<file path="config.mk">
export PLATFORM = sky130hd
export DESIGN_NAME = vga_text_engine
export DESIGN_NICKNAME = d
export VERILOG_FILES = /design/src/rtl/vga_text_engine.sv
export SDC_FILE = /design/constraint.sdc
export NUM_CORES = 1
export LEC_CHECK = 0
export CORE_ASPECT_RATIO = 1.4
export CORE_MARGIN = 1.5
export CORE_UTILIZATION = 40
export DETAILED_ROUTE_END_ITERATION = 6
export PLACE_DENSITY_LB_ADDON = 0.25
export SYNTH_ARGS = -nofsm -noshare
export SYNTH_HDL_FRONTEND = slang
export SYNTH_SLANG_ARGS = --single-unit
</file>
<file path="constraint.sdc">
create_clock -name pclk -period 10.35 [get_ports pclk]
set_clock_uncertainty 0.05 [all_clocks]
set_input_delay 1.035 -clock pclk [delete_from_list [all_inputs] [get_ports pclk]]
set_output_delay 1.035 -clock pclk [all_outputs]
set_load 0.03 [all_outputs]
</file>
<file path="src/rtl/vga_text_engine.sv">
// vga_text_engine: VGA text-mode engine (timing, cell fetch, CGA colouring, scroll, optional VGA_CURSOR_EN blink cursor)
module vga_text_engine #(
  parameter int H_ACTIVE = 640,
  parameter int H_FP = 16,
  parameter int H_SYNC = 96,
  parameter int H_BP = 48,
  parameter int V_ACTIVE = 480,
  parameter int V_FP = 10,
  parameter int V_SYNC = 2,
  parameter int V_BP = 33,
  parameter int COLS = 70,
  parameter int ROWS = 30,
  parameter int GLYPH_W = 9,
  parameter int GLYPH_H = 16,
  parameter int FONT_W = 12,
  parameter int ADDR_W = 12,
  parameter int BLINK_FRAMES = 30
) (
  input  logic pclk,
  input  logic reset,
  input  logic [7:0] scroll_row,
  input  logic [7:0] cursor_col,
  input  logic [7:0] cursor_row,
  output logic [ADDR_W-1:0] txt_addr,
  input  logic [15:0] txt_data,
  output logic [8+$clog2(GLYPH_H)-1:0] font_addr,
  input  logic [FONT_W-1:0] font_data,
  output logic [7:0] VGA_R,
  output logic [7:0] VGA_G,
  output logic [7:0] VGA_B,
  output logic VGA_HS,
  output logic VGA_VS,
  output logic VGA_BLANK_N,
  output logic VGA_SYNC_N,
  output logic frame_start
);
  localparam int H_TOTAL = H_ACTIVE + H_FP + H_SYNC + H_BP;
  localparam int V_TOTAL = V_ACTIVE + V_FP + V_SYNC + V_BP;
  localparam int HW = $clog2(H_TOTAL);
  localparam int VW = $clog2(V_TOTAL);
  localparam int GXW = $clog2(GLYPH_W);
  localparam int GYW = $clog2(GLYPH_H);
  localparam int BW = $clog2(BLINK_FRAMES + 1);
  localparam logic [23:0] PAL [16] = '{
    24'h000000, 24'h0000AA, 24'h00AA00, 24'h00AAAA,
    24'hAA0000, 24'hAA00AA, 24'hAA5500, 24'hAAAAAA,
    24'h555555, 24'h5555FF, 24'h55FF55, 24'h55FFFF,
    24'hFF5555, 24'hFF55FF, 24'hFFFF55, 24'hFFFFFF};
  logic [HW-1:0] h;
  logic [VW-1:0] v;
  logic [GXW-1:0] gx;
  logic [GYW-1:0] gy;
  logic [7:0] col, row, scroll_l;
  logic [8:0] psum, phys;
  logic h_end, v_end, f_end, gx_end, in_txt, act, hs, vs, cur;
  logic s1_v, s1_in, s1_act, s1_hs, s1_vs, s1_cur;
  logic [GXW-1:0] s1_gx;
  logic [GYW-1:0] s1_gy;
  logic s2_v, s2_in, s2_act, s2_hs, s2_vs, s2_cur, s2_nz;
  logic [GXW-1:0] s2_gx;
  logic [7:0] s2_attr;
  logic [23:0] rgb;
  assign h_end = h == HW'(H_TOTAL - 1);
  assign v_end = v == VW'(V_TOTAL - 1);
  assign f_end = h_end && v_end;
  assign gx_end = gx == GXW'(GLYPH_W - 1);
  // stage 0: pixel/line counters, cell sub-counters, scroll latched only at the frame boundary
  always_ff @(posedge pclk) begin
    if (reset) begin
      h <= '0;
      v <= '0;
      gx <= '0;
      gy <= '0;
      col <= '0;
      row <= '0;
      scroll_l <= '0;
      frame_start <= 1'b0;
    end else begin
      h <= h_end ? '0 : h + 1'b1;
      gx <= (h_end || gx_end) ? '0 : gx + 1'b1;
      col <= h_end ? '0 : gx_end ? col + 8'd1 : col;
      if (h_end) begin
        v <= v_end ? '0 : v + 1'b1;
        gy <= v_end ? '0 : gy + 1'b1;
        row <= v_end ? '0 : (gy == '1) ? row + 8'd1 : row;
      end
      frame_start <= f_end;
      if (f_end) scroll_l <= (scroll_row >= 8'(ROWS)) ? scroll_row - 8'(ROWS) : scroll_row;
    end
  end
  assign psum = {1'b0, row} + {1'b0, scroll_l};
  assign phys = (psum >= 9'(ROWS)) ? psum - 9'(ROWS) : psum;
  assign in_txt = col < 8'(COLS) && row < 8'(ROWS);
  assign txt_addr = in_txt ? ADDR_W'(phys) * ADDR_W'(COLS) + ADDR_W'(col) : '0;
  assign act = h < HW'(H_ACTIVE) && v < VW'(V_ACTIVE);
  assign hs = !(h >= HW'(H_ACTIVE + H_FP) && h < HW'(H_ACTIVE + H_FP + H_SYNC));
  assign vs = !(v >= VW'(V_ACTIVE + V_FP) && v < VW'(V_ACTIVE + V_FP + V_SYNC));
`ifdef VGA_CURSOR_EN
  logic [BW-1:0] bcnt;
  logic phase;
  // blink phase flips after every BLINK_FRAMES frame starts
  always_ff @(posedge pclk) begin
    if (reset) begin
      bcnt <= '0;
      phase <= 1'b0;
    end else if (f_end) begin
      bcnt <= (bcnt == BW'(BLINK_FRAMES - 1)) ? '0 : bcnt + 1'b1;
      phase <= phase ^ (bcnt == BW'(BLINK_FRAMES - 1));
    end
  end
  assign cur = phase && col == cursor_col && row == cursor_row && gy >= GYW'(GLYPH_H - 2);
`else
  logic unused_cursor;
  assign unused_cursor = ^{cursor_col, cursor_row, 1'(BLINK_FRAMES)};
  assign cur = 1'b0;
`endif
  assign font_addr = s1_v ? {txt_data[7:0], s1_gy} : '0;
  // stages 1 and 2: carry cell position, flags and syncs alongside the two memory reads
  always_ff @(posedge pclk) begin
    if (reset) begin
      {s1_v, s1_in, s1_act, s1_cur} <= '0;
      {s1_hs, s1_vs} <= 2'b11;
      s1_gx <= '0;
      s1_gy <= '0;
      {s2_v, s2_in, s2_act, s2_cur, s2_nz} <= '0;
      {s2_hs, s2_vs} <= 2'b11;
      s2_gx <= '0;
      s2_attr <= '0;
    end else begin
      {s1_v, s1_in, s1_act, s1_cur, s1_hs, s1_vs} <= {1'b1, in_txt, act, cur, hs, vs};
      s1_gx <= gx;
      s1_gy <= gy;
      {s2_v, s2_in, s2_act, s2_cur, s2_hs, s2_vs} <= {s1_v, s1_in, s1_act, s1_cur, s1_hs, s1_vs};
      s2_nz <= txt_data[7:0] != 8'h00;
      s2_gx <= s1_gx;
      s2_attr <= txt_data[15:8];
    end
  end
  assign rgb = (!s2_v || !s2_act || !s2_in) ? 24'h000000 :
               (s2_cur || (s2_nz && font_data[s2_gx])) ? PAL[s2_attr[3:0]] : PAL[s2_attr[7:4]];
  // stage 3: output registers
  always_ff @(posedge pclk) begin
    if (reset) begin
      {VGA_R, VGA_G, VGA_B} <= '0;
      VGA_HS <= 1'b1;
      VGA_VS <= 1'b1;
      VGA_BLANK_N <= 1'b0;
    end else begin
      {VGA_R, VGA_G, VGA_B} <= rgb;
      VGA_HS <= s2_hs;
      VGA_VS <= s2_vs;
      VGA_BLANK_N <= s2_act;
    end
  end
  assign VGA_SYNC_N = 1'b0;
endmodule
</file>
# == After elaboration in Yosys (flattened, before gate mapping) ==
# Memory sizes are Yosys's and may differ from the RTL's.
# Cells that the tools add are included.
# totals
reg_bits,111
latch_bits,0
ramBits,0
rom_bits,768
input_bits,54
out_inout_bits,53
word_cells,97
mem_count,2
# memory_table
name,words,word_bits,read_ports,rd_clocked_by_memory_dff,wr,line_no,source
(name not given),16,24,1,0,0,140,(s2_cur || (s2_nz && font_data[s2_gx])) ? PAL[s2_attr[3:0]] : PAL[s2_attr[7:4]];
(name not given),16,24,1,0,0,140,
# op_classes
addsub,10
n_mul,1
div_mod_pow,0
magnitude_cmp,13
n_eq_ne,4
shift,0
muxes,16
n_bitwise,2
n_reduce_logical,20
# ops
cell,n
24-bit 2-to-1 mux,5
12-bit 2-to-1 mux,2
8-bit 2-to-1 mux,3
"10-bit by 1-bit adder with 10-bit output, second input constant",2
"10-bit equality test, second input constant",2
"10-bit less-than comparator, second input constant",2
"10-bit by 9-bit less-than comparator with 1-bit output, second input constant",2
"8-bit by 1-bit adder with 8-bit output, second input constant",2
12-bit by 8-bit adder with 12-bit output,1
"9-bit by 6-bit multiplier with 11-bit output, second input constant",1
"10-bit >= comparator, second input constant",1
"10-bit by 9-bit >= comparator with 1-bit output, second input constant",1
"5-bit >= comparator, second input constant",2
10-bit 2-to-1 mux,1
4-bit inverter with 5-bit output,2
8-bit by 8-bit adder with 9-bit output,1
"9-bit by 5-bit >= comparator with 1-bit output, second input constant",1
9-bit 2-to-1 mux,1
"9-bit by 5-bit subtractor with 9-bit output, second input constant",1
"4-bit by 1-bit adder with 4-bit output, second input constant",2
"4-bit equality test, second input constant",2
"8-bit by 5-bit >= comparator with 1-bit output, second input constant",1
"8-bit by 5-bit less-than comparator with 1-bit output, second input constant",1
"8-bit by 7-bit less-than comparator with 1-bit output, second input constant",1
12 further kinds,26

# == Logic depth before layout (Yosys ltp) ==
# Gate-level depths: netlist of run 1.
# logic_depth
word_depth,6
mapped_depth,22
mapped_depth_nobuf,22

# == Least setup slack after synthesis of run 1 ==
# Ideal clock, no wire load.
# synth_path
path_type,register to output
startpoint,register row[0]
endpoint,output port txt_addr[11]
t_arrival_ns,5.563
required_time_ns,9.265
slack_ns,3.702
stages_incl_launch_ff,23
path_buffers,0
path_cell_list,dfxtp_1 > ha_1 > fa_1 > a211oi_2 > o21bai_1 > a211o_1 > a21oi_1 > nand4b_1 > nand3_1 > o21ai_0 > ha_1 > ha_1 > inv_1 > fa_1 > inv_1 > ha_1 > o21ai_0 > o211a_1 > a2111oi_2 > a2111oi_2 > xnor2_1 > xnor2_1 > mux2i_1
# synth_via
elab_chain_cells,6
word_cells_on_any_way,9
classes_between,3 x add/sub; 1 x mul; 2 x order compare; 2 x mux; 1 x reduce/logical
# synth_lines
element,line_no,source
from (decl),53,"logic [7:0] col, row, scroll_l;"
from (signal assigned),85,row <= v_end ? '0 : (gy == '1) ? row + 8'd1 : row;
8-bit by 8-bit adder with 9-bit output,91,"assign psum = {1'b0, row} + {1'b0, scroll_l};"
9-bit by 5-bit subtractor with 9-bit output / 9-bit by 5-bit >= comparator with 1-bit output (equally long branches),92,assign phys = (psum >= 9'(ROWS)) ? psum - 9'(ROWS) : psum;
9-bit 2-to-1 mux,92,
9-bit by 6-bit multiplier with 11-bit output,94,assign txt_addr = in_txt ? ADDR_W'(phys) * ADDR_W'(COLS) + ADDR_W'(col) : '0;
12-bit by 8-bit adder with 12-bit output,94,
12-bit 2-to-1 mux (*),94,
to (decl),24,"output logic [ADDR_W-1:0] txt_addr,"
# Mark *: on every way between the ends. The rest lies on a longest branch, timed or not.

# == Final worst setup path of run 1 ==
# Same ends and word-level chain as after synthesis.

==> results.py, run 1 <==
metrics = {
    "run_status": {
        "outcome": "finished, final reports clean",
    },
    "detailed_routing": {
        "ant_nets": 0,
        "drt_iter0_drc": 139,
        "wl_per_cell_um": 12.5,
        "num_vias": 4385,
        "drt_pre_antenna_iters": 4,
        "drc": 0,
        "vias_per_cell": 5.08,
        "wirelength_um": 10800,
    },
    "clocking": {
        "cts_setup_buffers": 0,
        "cts_tree": "done",
        "cts_buffers": 9,
        "cts_max_path_buffers": 2,
        "path_clk_slew_ns": 0.07,
        "cts_hold_buf": 0,
        "cts.htree.levels": 3,
        "clock_sinks": 92,
        "cts_root_buf": "clkbuf_16",
        "post_cts_resized": 0,
        "insertion_delay_ns": 0.34,
    },
    "placement": {
        "place_hpwl_um": 8490,
        "port_buffers": 89,
        "dpl_cell_area_um2": 6360,
        "gp_congestion": 0.814,
    },
    "final_layout": {
        "area_growth_pct": 22.5,
        "n_antenna_cell": 0,
        "nets": 787,
        "design_area_um2": 6670,
        "drive_gt1_share_pct": 5.87,
    },
    "floorplan": {
        "fp.dieArea_um2": 14300,
        "core_area_um2": 13300,
        "num_rows": 50,
        "fp.dieH_um": 141,
        "initial_core_util_pct": 40.9,
        "ioPinCount": 107,
        "die_w_um": 102,
    },
    "critical_path": {
        "r2r_start": "v[1]",
        "crit_start": "row[0]",
        "critPathLaunchType": "flip-flop",
        "worst_ep_arrival_time_ns": 6.78,
        "critical_path_class": "flip-flop to output pin",
        "worstSetupEndpointType": "output pin",
        "cp.required_ns": 9.27,
        "crit_path_max_fanout": 6,
    },
    "yosys": {
        "synth_enable_flop_cells": 0,
        "ys_ff_latch": 92,
        "synthCells": 606,
        "syn-num-nets": 717,
        "ys_seq_area_share_pct": 33.8,
        "synthFlopType": "dfxtp_1",
        "syn_area_um2": 5440,
        "ys_types": 64,
        "yosys_warnings": 0,
        "syn_avg_cell_area_um2": 8.98,
        "async_reset_ff_share_pct": 0,
    },
    "sta": {
        "fmax_mhz": 127,
        "max_slew_margin_pct": 52.1,
        "finalCritPeriodShare_pct": 76.0,
        "finalSetupViolCount": 0,
        "rsz0062_at_grt": "false",
        "setup-tns-final_ns": 0,
        "final-max-slew-violation-count": 0,
        "hold_violations": 0,
        "max_slew.worst_pin.slew_ns": 0.718,
        "min_period_ns": 7.86,
    },
    "global_route": {
        "grt_overflow_total": 0,
        "antenna_found_initial": 0,
        "grt.total_usage_pct": 15.6,
        "grt_max_degree": 43,
        "grt_pass1_vias": 4192,
        "grt_pass1_wl_um": 18200,
    },
    "job": {
        "drv_cap": 0,
    },
    "power_and_ir_drop": {
        "power.density_nw_per_um2": 112,
        "vdd_ir_drop_max_mv": 0.0774,
        "leakage_nw": 2.78,
    },
    "worst_hold_path": {
        "hp-class": "flip-flop to flip-flop",
        "min_from": "s2_vs",
    },
}
==> stage by stage <==
step                power [mW]  setup slack [ns]  instances  util (%)  hold WS [ns]
CTS                      0.755              2.42        863      50.0         0.359
global placement         0.420              2.93        847      47.7         0.342
floorplan                0.397              3.70        606         -         0.339
detailed placement       0.421              2.81        847      47.7         0.343
finish                   0.745              2.49        863      50.0         0.358
global route             0.774              2.09        863      50.0         0.362
==> sequential cells by signal, indices dropped and copies added, names as in the netlist, 2 cells and up <==
| register | cells |
|---|---|
| VGA_R | 2 |
| gy | 4 |
| h | 10 |
| v | 10 |
| VGA_G | 2 |
| gx | 4 |
| row | 8 |
| s1_gx | 4 |
| s2_attr | 8 |
| scroll_l | 8 |
| col | 8 |
| s2_gx | 4 |
| s1_gy | 4 |
==> final timing paths <==
check / slack, ns / to / cells after the start
max reg2reg: 8.02 / row[7] / 9
min: 0.36 / VGA_VS / 1
max: 2.49 / txt_addr[11] / 21
min reg2reg: 0.36 / VGA_VS / 1
==> critical path, stage by stage, from the launching register on <==
cell and delay (ns):
dfxtp_1 0.34, ha_1 0.25, fa_1 0.42, a211oi_2 0.26
o21bai_1 0.16, a21oi_2 0.22, xor2_1 0.31, nand4b_1 0.34
nand3_1 0.18, o21ai_0 0.14, ha_1 0.32, ha_1 0.32
fa_1 0.49, ha_1 0.36, xnor2_1 0.15, ha_1 0.35
a21oi_1 0.12, a2111oi_2 0.46, xnor2_1 0.14, xnor2_1 0.21
mux2i_1 0.20, clkdlybuf4s50_1 0.68
==> per-layer routing <==
metal  wire length, um  GRT usage (%)  vias up
met5                 0              0        -
met4               327           6.94        0
met3               521           2.97       23
met2              5540           28.5      104
met1              4410           16.9     2047
li1                  -              -     2211
==> placed cells by master, fill, tap and decap left out, types with 3 or more instances in the layout <==
cell	count
clkdlybuf4s50_1	89
inv_1	35
a211oi_1	4
xor2_1	36
o21ai_0	21
or2_2	6
a31oi_1	3
clkbuf_16	9
dfxtp_1	92
and3_1	7
or3_1	5
nand4_1	14
nand3_1	17
xnor2_1	19
nor2b_1	31
a21oi_1	23
mux2i_1	9
inv_6	3
ha_1	50
mux4_2	3
fa_1	7
nor3_1	6
nand3b_1	3
nand2_1	31
o21bai_1	4
a22o_1	3
nor2_1	78
o211ai_1	3
a21o_1	4
and2_1	14
==> layout make-up <==
type                       count  area, um2
clock buffer                   9        225
sequential                    92       1840
fill                        1298       6660
multi-input combinational    448       3260
tap                          182        228
timing repair buffer          90        898
inverter                      35        131
clock inverter                 7       81.3
==> synthesized netlist by cell type (4+ instances only) <==
cell type | instances | area, um2
and3_1 | 7 | 43.8
nor3_1 | 6 | 30.0
fa_1 | 7 | 140
nor2b_1 | 31 | 194
nand2_1 | 31 | 116
o21bai_1 | 4 | 30.0
nand3_1 | 17 | 85.1
o21ai_0 | 21 | 105
a21o_1 | 4 | 30.0
and2_1 | 14 | 87.6
nor2_1 | 78 | 293
clkbuf_1 | 8 | 30.0
dfxtp_1 | 92 | 1840
buf_4 | 20 | 150
mux2i_1 | 9 | 90.1
ha_1 | 50 | 626
nand4_1 | 14 | 87.6
or3_1 | 5 | 31.3
a21oi_1 | 23 | 115
or2_2 | 6 | 37.5
xnor2_1 | 19 | 166
xor2_1 | 36 | 315
inv_1 | 35 | 131
a211oi_1 | 4 | 30.0
==> cell families after synthesis <==
family | share of synthesized area, %
and+or+nand+nor | 22.7
DFF | 33.8
AOI/OAI and AO/OA | 11.1
buffers and inverters | 6.23
adders and majority gates | 14.1
xor gates and xnor gates | 8.85
muxes | 3.10
other | 0.0689
==> power by group <==
| group | leakage, nW | switching, mW | internal [mW] | total (mW) |
|---|---|---|---|---|
| Clock | 0.153 | 0.141 | 0.191 | 0.332 |
| Combinational | 1.88 | 0.0217 | 0.0260 | 0.0477 |
| Sequential | 0.748 | 0.00457 | 0.360 | 0.365 |
Note: power is estimated with default switching activity, not from simulation.
==> inputs of run 2 (changes only) <==
==> constraint.sdc (replaced) <==
create_clock -name pclk -period 7 [get_ports pclk]
set_clock_uncertainty 0.05 [all_clocks]
set_input_delay 0.7 -clock pclk [delete_from_list [all_inputs] [get_ports pclk]]
set_output_delay 0.7 -clock pclk [all_outputs]
set_load 0.03 [all_outputs]
==> run 2 against run 1 <==
Worst hold slack gained 0.0028 ns; setup slack lost 2.4 ns; clock power grew 69%; via count grew 0.84%; combinational power grew 47%; largest cell class unchanged; utilization grew 2.2 points; design area grew 4.3%; total power grew 57%; sequential cell count is the same; highest routed layer unchanged; sequential power grew 48%; critical path depth grew 1; largest power group is now the clock network.
==> results.py, run 2 (same netlist as run 1, synthesis figures left out) <==
metrics = {
    "run_status": {
        "outcome": "finished, final reports clean",
    },
    "final_layout": {
        "drive_gt1_share_pct": 10.0,
        "utilization_pct": 52.2,
        "final_cell_mix": "dfxtp_1 (90), clkdlybuf4s50_1 (85), nor2_1 (77)",
        "design_area_um2": 6960,
        "nets": 795,
        "area_growth_pct": 27.8,
        "n_antenna_cell": 0,
        "top_regs": "h (10), v (10)",
        "mostFrequentLayoutCell": "dfxtp_1",
    },
    "detailed_routing": {
        "drt_pre_antenna_iters": 4,
        "drc": 0,
        "wirelength_um": 10800,
        "num_vias": 4422,
        "drt_iter0_drc": 150,
        "wl_per_cell_um": 12.4,
        "ant_nets": 0,
        "vias_per_cell": 5.08,
    },
    "clocking": {
        "cts_buffers": 9,
        "cts_hold_buf": 0,
        "cts_max_path_buffers": 2,
        "path_clk_slew_ns": 0.06,
        "cts.htree.levels": 3,
        "cts_tree": "done",
        "cts_root_buf": "clkbuf_16",
        "insertion_delay_ns": 0.34,
        "clock_sinks": 92,
    },
    "placement": {
        "port_buffers": 89,
        "place_ws_ns": 0.155,
        "dpl_cell_area_um2": 6360,
        "gp_congestion": 0.831,
        "place_hpwl_um": 8400,
    },
    "power_and_ir_drop": {
        "power.density_nw_per_um2": 168,
        "vdd_ir_drop_max_mv": 0.112,
        "leakage_nw": 2.90,
    },
    "global_route": {
        "grt_max_degree": 43,
        "grt.total_usage_pct": 15.5,
        "grt_overflow_total": 0,
        "grt_pass1_wl_um": 18200,
        "grt_pass1_vias": 4200,
        "antenna_found_initial": 0,
    },
    "critical_path": {
        "worstSetupEndpointType": "output pin",
        "cp.required_ns": 6.25,
        "crit_path_max_fanout": 5,
        "critPathLaunchType": "flip-flop",
        "worst_ep_arrival_time_ns": 6.11,
        "critical_path_class": "flip-flop to output pin",
    },
    "floorplan": {
        "fp.dieH_um": 141,
        "fp.dieArea_um2": 14300,
        "initial_core_util_pct": 40.9,
        "core_area_um2": 13300,
        "die_w_um": 102,
        "num_rows": 50,
        "ioPinCount": 107,
    },
    "sta": {
        "finalSetupViolCount": 0,
        "final-max-slew-violation-count": 0,
        "setup-tns-final_ns": 0,
        "max_slew.worst_pin.slew_ns": 0.768,
        "setup_ws_ns": 0.138,
        "finalCritPeriodShare_pct": 98.0,
        "hold_violations": 0,
        "fmax_mhz": 146,
        "rsz0062_at_grt": "true",
        "max_slew_margin_pct": 48.8,
        "min_period_ns": 6.86,
    },
    "job": {
        "drv_cap": 0,
    },
    "worst_hold_path": {
        "hp-class": "flip-flop to flip-flop",
    },
}
-- run 2: path summary, 6_finish.rpt --
path              depth (start not counted)  slack [ns]  startpoint      endpoint
setup / recovery                         22        0.14      row[0]  txt_addr[11]
hold / removal                            1        0.36       s2_vs        VGA_VS
setup reg to reg                          9        4.61        v[1]        row[7]
hold reg to reg                           1        0.36       s2_vs        VGA_VS
-- run 2: area by class of cell --
| cell class | instances | area, um2 |
|---|---|---|
| inverters | 35 | 131 |
| well taps | 182 | 228 |
| flip-flops and latches | 92 | 1850 |
| clock buffers | 10 | 239 |
| multi-input cells | 448 | 3440 |
| fillers | 1265 | 6370 |
| clock inverters | 6 | 116 |
| repair buffers | 98 | 956 |
-- run 2: timing repair --
item	CTS	global route
buffers inserted	0	8
setup endpoints to repair	2	6
gates resized for setup	3	33
pin swaps	1	19
-- run 2: per-stage QoR --
| stage | hold slack [ns] | power (mW) | instances |
|---|---|---|---|
| final | 0.360 | 1.17 | 871 |
| after global routing | 0.377 | 1.22 | 871 |
| after CTS | 0.360 | 1.19 | 863 |
| after detailed placement | 0.345 | 0.623 | 847 |
| after global placement | 0.341 | 0.621 | 847 |
| after floorplan | 0.339 | 0.587 | 606 |
-- run 2: layer usage --
| metal | GRT usage (%) | vias up | share of wire, % |
|---|---|---|---|
| li1 | - | 2231 | - |
| met1 | 16.8 | 2086 | 41 |
| met2 | 29.2 | 94 | 54 |
| met3 | 2.83 | 11 | 4.4 |
| met4 | 5.26 | 0 | 1.3 |
| met5 | 0 | - | 0 |
-- run 2: critical path, stage by stage, from the launching register on --
cell	delay, ns
dfxtp_4	0.36
ha_4	0.16
fa_2	0.39
a211oi_4	0.35
o21bai_2	0.12
a211o_1	0.36
a21oi_2	0.16
nand4b_1	0.23
buf_4	0.22
mux2_4	0.34
ha_4	0.28
ha_4	0.20
ha_4	0.16
fa_1	0.52
ha_4	0.29
o21a_1	0.11
o31a_1	0.17
o211ai_1	0.18
a2111oi_4	0.44
xnor2_1	0.18
xnor2_1	0.16
mux2i_1	0.21
buf_4	0.18
-- run 2: where the power goes --
| part | internal [mW] | switching [mW] |
|---|---|---|
| sequential | 0.533 | 0.00672 |
| clock | 0.362 | 0.200 |
| combinational | 0.0384 | 0.0319 |
| total | 0.933 | 0.239 |
